## config.mk

```make
export PLATFORM = sky130hd
export DESIGN_NAME = bcd_convert_ctrl_flat
export DESIGN_NICKNAME = d
export VERILOG_FILES = /design/src/rtl/bcd_convert_ctrl_if.sv /design/src/rtl/bcd_convert_ctrl.sv /design/src/flat_wrapper.sv
export SDC_FILE = /design/constraint.sdc
export NUM_CORES = 1
export LEC_CHECK = 0
export CAP_MARGIN = 20
export CORE_ASPECT_RATIO = 0.8
export CORE_MARGIN = 2
export CORE_UTILIZATION = 54
export CTS_CLUSTER_DIAMETER = 200
export DETAILED_ROUTE_END_ITERATION = 7
export PLACE_DENSITY = 0.78
export SYNTH_ARGS = -nofsm -noshare
export SYNTH_HDL_FRONTEND = slang
export SYNTH_SLANG_ARGS = --single-unit
```

## constraint.sdc

```tcl
create_clock -name clk -period 2.04 [get_ports clk]
set_input_delay 0.51 -clock clk [delete_from_list [all_inputs] [get_ports clk]]
set_output_delay 0.51 -clock clk [all_outputs]
set_load 0.01 [all_outputs]
```

## src/rtl/bcd_convert_ctrl_if.sv

```systemverilog
// Handshake and result bundle between a requester and the binary-to-BCD converter.
interface bcd_convert_ctrl_if #(
   parameter int unsigned BIN_W = 14
);
   logic             start;
   logic [BIN_W-1:0] bin;
   logic             busy;
   logic             done;
   logic [15:0]      bcd;
   logic             ovf;
   logic [3:0]       blank;

   modport master (
      output start, bin,
      input  busy, done, bcd, ovf, blank
   );

   modport slave (
      input  start, bin,
      output busy, done, bcd, ovf, blank
   );
endinterface

```

## src/rtl/bcd_convert_ctrl.sv

```systemverilog
// Sequential shift-add-3 binary to 4-digit BCD converter with overflow saturation.
// Optional leading-zero blank mask is built only when BCD_LZB_EN is defined.
module bcd_convert_ctrl #(
   parameter int unsigned BIN_W = 14
) (
   input logic               clk,
   input logic               rst_n,
   bcd_convert_ctrl_if.slave bus
);
   localparam int unsigned CntW = $clog2(BIN_W + 1);

   typedef enum logic [1:0] {StIdle, StConv, StDone} state_e;

   state_e           state_q, state_d;
   logic [BIN_W-1:0] sh_q, sh_d;
   logic [15:0]      acc_q, acc_d, acc_adj;
   logic [CntW-1:0]  cnt_q, cnt_d;
   logic             ovf_cap_q, ovf_cap_d;
   logic [15:0]      bcd_q, bcd_d;
   logic             ovf_q, ovf_d;
   logic             load_result;

   always_ff @(posedge clk or negedge rst_n) begin
      if (!rst_n) begin
         state_q <= StIdle;
      end else begin
         state_q <= state_d;
      end
   end

   always_comb begin
      state_d = state_q;
      unique case (state_q)
         StIdle:  if (bus.start) state_d = StConv;
         StConv:  if (cnt_q == CntW'(1)) state_d = StDone;
         StDone:  state_d = StIdle;
         default: state_d = StIdle;
      endcase
   end

   always_comb begin
      bus.busy = (state_q != StIdle);
      bus.done = (state_q == StDone);
   end

   // Result registers load only on the final shift, so partial sums never reach bcd.
   always_comb begin
      acc_adj = acc_q;
      for (int i = 0; i < 4; i++) begin
         if (acc_q[4*i +: 4] >= 4'd5) acc_adj[4*i +: 4] = acc_q[4*i +: 4] + 4'd3;
      end
      load_result = (state_q == StConv) && (cnt_q == CntW'(1));
      sh_d        = sh_q;
      acc_d       = acc_q;
      cnt_d       = cnt_q;
      ovf_cap_d   = ovf_cap_q;
      bcd_d       = bcd_q;
      ovf_d       = ovf_q;
      if ((state_q == StIdle) && bus.start) begin
         sh_d      = bus.bin;
         acc_d     = '0;
         cnt_d     = CntW'(BIN_W);
         ovf_cap_d = (32'(bus.bin) > 32'd9999);
      end else if (state_q == StConv) begin
         acc_d = {acc_adj[14:0], sh_q[BIN_W-1]};
         sh_d  = {sh_q[BIN_W-2:0], 1'b0};
         cnt_d = cnt_q - CntW'(1);
      end
      if (load_result) begin
         bcd_d = ovf_cap_q ? 16'h9999 : acc_d;
         ovf_d = ovf_cap_q;
      end
   end

   always_ff @(posedge clk or negedge rst_n) begin
      if (!rst_n) begin
         sh_q      <= '0;
         acc_q     <= '0;
         cnt_q     <= '0;
         ovf_cap_q <= 1'b0;
         bcd_q     <= '0;
         ovf_q     <= 1'b0;
      end else begin
         sh_q      <= sh_d;
         acc_q     <= acc_d;
         cnt_q     <= cnt_d;
         ovf_cap_q <= ovf_cap_d;
         bcd_q     <= bcd_d;
         ovf_q     <= ovf_d;
      end
   end

   assign bus.bcd = bcd_q;
   assign bus.ovf = ovf_q;

`ifdef BCD_LZB_EN
   logic [3:0] blank_q, blank_d;

   always_comb begin
      blank_d = blank_q;
      if (load_result) begin
         blank_d[3] = (bcd_d[15:12] == 4'd0);
         blank_d[2] = blank_d[3] && (bcd_d[11:8] == 4'd0);
         blank_d[1] = blank_d[2] && (bcd_d[7:4] == 4'd0);
         blank_d[0] = 1'b0;
      end
   end

   always_ff @(posedge clk or negedge rst_n) begin
      if (!rst_n) begin
         blank_q <= '0;
      end else begin
         blank_q <= blank_d;
      end
   end

   assign bus.blank = blank_q;
`else
   assign bus.blank = 4'b0000;
`endif
endmodule

```

## src/flat_wrapper.sv

```systemverilog
// flat-port wrapper written by rule: the top's interface ports become plain ports
module bcd_convert_ctrl_flat 
#(
   parameter int unsigned BIN_W = 14
)
  (clk, rst_n, bus_start, bus_bin, bus_busy, bus_done, bus_bcd, bus_ovf, bus_blank);
  bcd_convert_ctrl_if #(.BIN_W(BIN_W)) bus_i ();
  input logic clk;
  input logic rst_n;
  input wire logic [$bits(bus_i.start)-1:0] bus_start;
  input wire logic [$bits(bus_i.bin)-1:0] bus_bin;
  output wire logic [$bits(bus_i.busy)-1:0] bus_busy;
  output wire logic [$bits(bus_i.done)-1:0] bus_done;
  output wire logic [$bits(bus_i.bcd)-1:0] bus_bcd;
  output wire logic [$bits(bus_i.ovf)-1:0] bus_ovf;
  output wire logic [$bits(bus_i.blank)-1:0] bus_blank;
  assign bus_i.start = bus_start;
  assign bus_i.bin = bus_bin;
  assign bus_busy = bus_i.busy;
  assign bus_done = bus_i.done;
  assign bus_bcd = bus_i.bcd;
  assign bus_ovf = bus_i.ovf;
  assign bus_blank = bus_i.blank;
  bcd_convert_ctrl #(.BIN_W(BIN_W)) u_core (.clk(clk), .rst_n(rst_n), .bus(bus_i));
endmodule
```

==> flow_summary_export.csv, run 1 <==
group,metric,value,unit
place,dpl.hpwl,3890,µm
sta,period_share,94.3,%
power_and_ir_drop,p_clk_share,12.4,%
power_and_ir_drop,p_leak,1.43,nW
worst_setup_path,critPathArrivalTime,1410,ps
logic_synthesis,synth_common_cells,"dfrtp_1 (54), nand2_1 (33), o21ai_0 (24)",
die,die_x,82.3,µm
clocking,root_buffer,"clkbuf_8",
sta,finalSetupViolCount,0,
worst_setup_path,crit_fanout,5,
sta,hold_viol,0,
sta,worst_pin_slew,808,ps
clocking,cts_setup_buffers,0,
logic_synthesis,synth_top_area_share,51.0,%
die,start_util,57.0,%
detailed_routing,drt-vias-per-instance,5.62,
power_and_ir_drop,p_per_area,1540,mW/mm²
clocking,htreeDepth,2,
worst_hold_path,worstHoldPathType,"in2async",
cells_and_area,syn2layout_area_growth,19.5,%
power_and_ir_drop,power.total,0.00488,W
power_and_ir_drop,p_int,0.00299,W
logic_synthesis,ys_async_sr_fraction,100,%
place,dp.cells,359,
cells_and_area,fin_nets,333,
grt,grt_pass1_vias,1893,
grt,grt_max_degree,55,
die,ioPinCount,40,
detailed_routing,firstDrtPassIters,4,
flow_run,cap_violations,0,
detailed_routing,drc_errors,0,
logic_synthesis,ys_ff_latch,54,
logic_synthesis,synth_cell_type_count,36,
detailed_routing,drtIter0Drc,180,
cells_and_area,diodes,0,
logic_synthesis,ys_top_cells_by_area,"dfrtp_1 (51%), ha_1 (4.7%), nand2_1 (4.7%)",
logic_synthesis,synthMostInstantiatedCell,"dfrtp_1",
power_and_ir_drop,power_switching,0.00189,W
worst_setup_path,startpoint_type,"register",
place,globalplace.congestion,0.821,
cells_and_area,seqCellArea,0.00135,mm²
sta,rsz0062_at_grt,"false",
worst_setup_path,worst_path_max_delay_cell,"clkdlybuf4s50_1",
detailed_routing,wl,5500,µm
power_and_ir_drop,switching_share,38.7,%
sta,min_period,1920,ps
logic_synthesis,avgSynthCellArea,9.97,µm²
logic_synthesis,syn-instance-count,266,
cells_and_area,final_util,68.1,%
grt,grtUsageTotal,22.0,%
logic_synthesis,ys_warn_count,0,
power_and_ir_drop,seqPwrFrac,40.6,%
cells_and_area,multi_input_area,0.00114,mm²
power_and_ir_drop,p_comb_share,47.0,%
logic_synthesis,synth_edf_count,0,
cells_and_area,n_fill_cell,383,
worst_setup_path,worst_path_largest_cell_delay,470,ps
sta,slew_viol_final,0,
place,io_buffers,35,
logic_synthesis,synth_flop_cell,"dfrtp_1",
die,die_y,66.7,µm
die,die-area,0.00549,mm²
grt,grt_overflow,0,
die,core-area,0.00465,mm²
cells_and_area,drive_gt1_share,9.12,%
worst_setup_path,critPathRequiredTime,1530,ps
sta,fmax,0.520,GHz
clocking,cts_tree,"built",
worst_setup_path,path_cells,"nor2_1 -> inv_1 -> clkdlybuf4s50_1",
clocking,clockBufferDepth,2,
worst_setup_path,end_kind,"primary output",
sta,timing.hold.ws,175,ps
clocking,cts_sinks,54,
sta,relSlewSlack,46.1,%
worst_setup_path,crit_type,"reg2out",
detailed_routing,wire_per_inst,15.0,µm
detailed_routing,drtAntennaViolNets,0,
worst_setup_path,ff2ff_setup_slack,320,ps
sta,skew,5.28,ps
logic_synthesis,syn-cell-area,0.00265,mm²
cells_and_area,fin_cells,367,
logic_synthesis,yosysTopAreaCell,"dfrtp_1",
detailed_routing,vias,2064,
clocking,clkLatencyLatePin,300,ps
clocking,cts_resized,0,
die,rows,22,
run_status,status,"finished, final reports clean",
power_and_ir_drop,vdd_drop_max,0.860,mV
clocking,cts_made_buffers,5,
grt,grt_pass1_wl,9080,µm
clocking,holdBufCountCts,0,
grt,antenna_found_initial,0,
clocking,cts.clk_slew.worst_paths,90,ps
logic_synthesis,ys_seq_area_share,51.0,%
## per-stage QoR
stage               setup TNS (ps)  worst slack (ps)  instance area [µm²]
floorplan                        0               566                 2660
global placement              -240             -29.8                 3080
detailed placement            -497             -70.6                 3080
CTS                              0               115                 3170
global route                     0              26.9                 3170
finish                           0               116                 3170
## state kept, by name, indices dropped and copies added (netlist names)
signal	count
u_core.bus.ovf	1
u_core.state_q	2
u_core.cnt_q	4
u_core.bus.bcd	16
u_core.acc_q	16
u_core.ovf_cap_q	1
u_core.sh_q	14
## power by group through the flow
stage          Sequential [W]  Combinational (W)  Clock, W
4_1_cts               0.00197            0.00231  0.000620
5_1_grt               0.00204            0.00257  0.000673
2_1_floorplan         0.00198            0.00150         0
6_report              0.00198            0.00229  0.000607
3_5_place_dp          0.00199            0.00231         0
3_3_place_gp          0.00197            0.00223         0
## kinds of logic (layout without fill, tap and decap cells)
family,after synthesis,after routing,synth area share [%]
AOI/OAI and AO/OA,82,82,20.7
other,1,4,0.141
DFF,54,54,51.0
adders and majority gates,10,10,4.72
xor gates and xnor gates,5,5,1.65
buffers and inverters,34,72,6.51
and+or+nand+nor,80,80,15.3
## layout by cell type, fill, tap and decap left out, types with 9 or more instances in the layout
cell             netlist  layout
ha_1                  10      10
buf_4                  6      11
a21oi_1               15      15
clkdlybuf4s50_1        0      34
nand3_1               12      12
nor2_1                12      12
nand2_1               33      33
inv_1                 16      16
a22oi_1               13      13
a22o_1                 9       9
dfrtp_1               54      54
o21ai_0               24      24
## metal layers
| layer | routed length, µm | GRT usage [%] | vias to the layer above | share of wire, % |
|---|---|---|---|---|
| met4 | 44 | 5.63 | 0 | 0.80 |
| met2 | 2510 | 32.7 | 42 | 46 |
| met1 | 2730 | 33.1 | 1019 | 50 |
| li1 | - | - | 999 | - |
| met3 | 218 | 4.07 | 4 | 4.0 |
| met5 | 0 | 0 | - | 0 |
## path summary, 6_finish.rpt
check | start | end | cells past startpoint
worst max-delay path | u_core.state_q[0] | bus_busy | 3
max in group asynchronous | rst_n | u_core.sh_q[4] | 2
worst min register to register | u_core.sh_q[12] | u_core.sh_q[12] | 2
min in group clk | u_core.sh_q[12] | u_core.sh_q[12] | 2
worst max register to register | u_core.cnt_q[0] | u_core.bus.bcd[11] | 6
worst min-delay path | rst_n | u_core.bus.bcd[10] | 2
## worst max-delay path: cells and delay by family, from the launching register on
family | cells | cell delay, ps
flops | 1 | 450
buf+inv | 2 | 520
simple gates | 1 | 150
## cell type report
class	instances	area share [%]
inverters	17	2.01
flip-flops and latches	54	42.7
repair buffers	47	14.1
multi-input cells	181	35.9
clock inverters	1	0.158
clock buffers	7	2.73
well taps	60	2.37
Note: power is estimated with default switching activity, not from simulation.
==> run 2, diff against run 1 <==
--- a/config.mk
+++ b/config.mk
@@ -11,7 +11,7 @@
 export CORE_UTILIZATION = 54
 export CTS_CLUSTER_DIAMETER = 200
 export DETAILED_ROUTE_END_ITERATION = 7
-export PLACE_DENSITY = 0.78
+export PLACE_DENSITY_LB_ADDON = 0.15
 export SYNTH_ARGS = -nofsm -noshare
 export SYNTH_HDL_FRONTEND = slang
 export SYNTH_SLANG_ARGS = --single-unit
==> flow_summary_export.csv, run 2 (synthesis results as in run 1) <==
group,metric,value,unit
sta,relSlewSlack,36.0,%
worst_setup_path,startpoint_type,"register",
sta,rsz0062_at_grt,"false",
detailed_routing,firstDrtPassIters,4,
detailed_routing,drtAntennaViolNets,0,
worst_setup_path,rr_worst_depth,4,
clocking,htreeDepth,2,
worst_setup_path,crit_fanout,7,
detailed_routing,wl,5510,µm
power_and_ir_drop,p_per_area,1540,mW/mm²
clocking,cts_tree,"built",
detailed_routing,drc_errors,0,
sta,fmax,0.514,GHz
worst_setup_path,end_kind,"primary output",
place,globalplace.congestion,0.827,
clocking,cts_made_buffers,5,
clocking,clkLatencyLatePin,300,ps
grt,antenna_found_initial,0,
worst_setup_path,crit_type,"reg2out",
sta,hold_viol,0,
die,rows,22,
grt,grtUsageTotal,22.8,%
grt,grt_pass1_wl,9270,µm
cells_and_area,diodes,0,
cells_and_area,fin_nets,333,
worst_setup_path,critPathRequiredTime,1530,ps
detailed_routing,vias,2041,
worst_setup_path,critPathArrivalTime,1440,ps
clocking,holdBufCountCts,0,
die,core-area,0.00465,mm²
clocking,cts_sinks,54,
power_and_ir_drop,vdd_drop_max,0.787,mV
sta,min_period,1950,ps
cells_and_area,syn2layout_area_growth,19.5,%
clocking,clockBufferDepth,2,
sta,worst_pin_slew,959,ps
die,start_util,57.0,%
clocking,root_buffer,"clkbuf_8",
cells_and_area,drive_gt1_share,9.45,%
cells_and_area,layout_commonest_cell,"dfrtp_1",
place,dpl.hpwl,3850,µm
detailed_routing,drtIter0Drc,124,
place,io_buffers,35,
grt,grt_max_degree,37,
die,die-area,0.00549,mm²
grt,grt_pass1_vias,1921,
sta,timing.hold.ws,135,ps
grt,grt_overflow,0,
clocking,cts.clk_slew.worst_paths,90,ps
place,place_ws,-155,ps
detailed_routing,wire_per_inst,15.0,µm
flow_run,cap_violations,0,
die,die_x,82.3,µm
cells_and_area,final_cell_mix,"dfrtp_1 (53), clkdlybuf4s50_1 (34), nand2_1 (33)",
sta,slew_viol_final,0,
power_and_ir_drop,p_leak,1.43,nW
sta,period_share,95.4,%
die,ioPinCount,40,
sta,finalSetupViolCount,0,
run_status,status,"finished, final reports clean",
worst_hold_path,worstHoldPathType,"in2async",
detailed_routing,drt-vias-per-instance,5.56,
sta,skew,6.00,ps
sta,setup_slack,93.4,ps
die,die_y,66.7,µm
run 2: stage by stage:
stage	instances	setup TNS, ps	util [%]	area [µm²]	power [W]
after floorplan	269	0	-	2660	0.00348
after global placement	358	-881	66.0	3070	0.00421
after detailed placement	358	-1230	66.0	3070	0.00429
after CTS	366	0	68.0	3160	0.00490
after global routing	367	0	68.1	3170	0.00534
final	367	0	68.1	3170	0.00489
run 2: final timing paths:
check	startpoint	end	slack, ps
worst max-delay path	u_core.state_q[0]	bus_busy	90
worst min-delay path	rst_n	u_core.bus.bcd[10]	140
worst max register to register	u_core.state_q[0]	u_core.bus.bcd[15]	300
worst min register to register	u_core.bus.ovf	u_core.bus.ovf	490
max in group asynchronous	rst_n	u_core.state_q[0]	1340
min in group clk	u_core.bus.ovf	u_core.bus.ovf	490
run 2: layout make-up:
class	instances	area [µm²]
Fill cell	385	1480
Sequential cell	54	1350
Multi-Input combinational cell	181	1140
Timing Repair Buffer	47	448
Clock buffer	7	86.3
Tap cell	60	75.1
Inverter	17	63.8
Clock inverter	1	5.00
run 2: layer usage:
| metal | track usage (%) | vias to the layer above | routed length, µm |
|---|---|---|---|
| li1 | - | 995 | - |
| met2 | 33.2 | 36 | 2510 |
| met5 | 0 | - | 0 |
| met4 | 5.00 | 0 | 47 |
| met3 | 6.91 | 4 | 215 |
| met1 | 33.4 | 1006 | 2740 |
run 2: where the power goes:
group          total, W  switching, W  internal (W)
Clock          0.000605      0.000330      0.000275
Sequential      0.00198      0.000418       0.00156
Combinational   0.00230       0.00113       0.00117
run 2: worst max-delay path, cell delays in order, from the launching register on:
cell and delay (ps):
dfrtp_2 470, nor2_1 140, inv_1 50, clkdlybuf4s50_1 470
run 2: repair_timing:
| action | in CTS | in global routing |
|---|---|---|
| resized for setup | 1 | 0 |
| setup endpoints to repair | 1 | 2 |
| pin swaps | 0 | 0 |
| setup buffers | 0 | 1 |
| endpoints found under the hold margin | 0 | 0 |
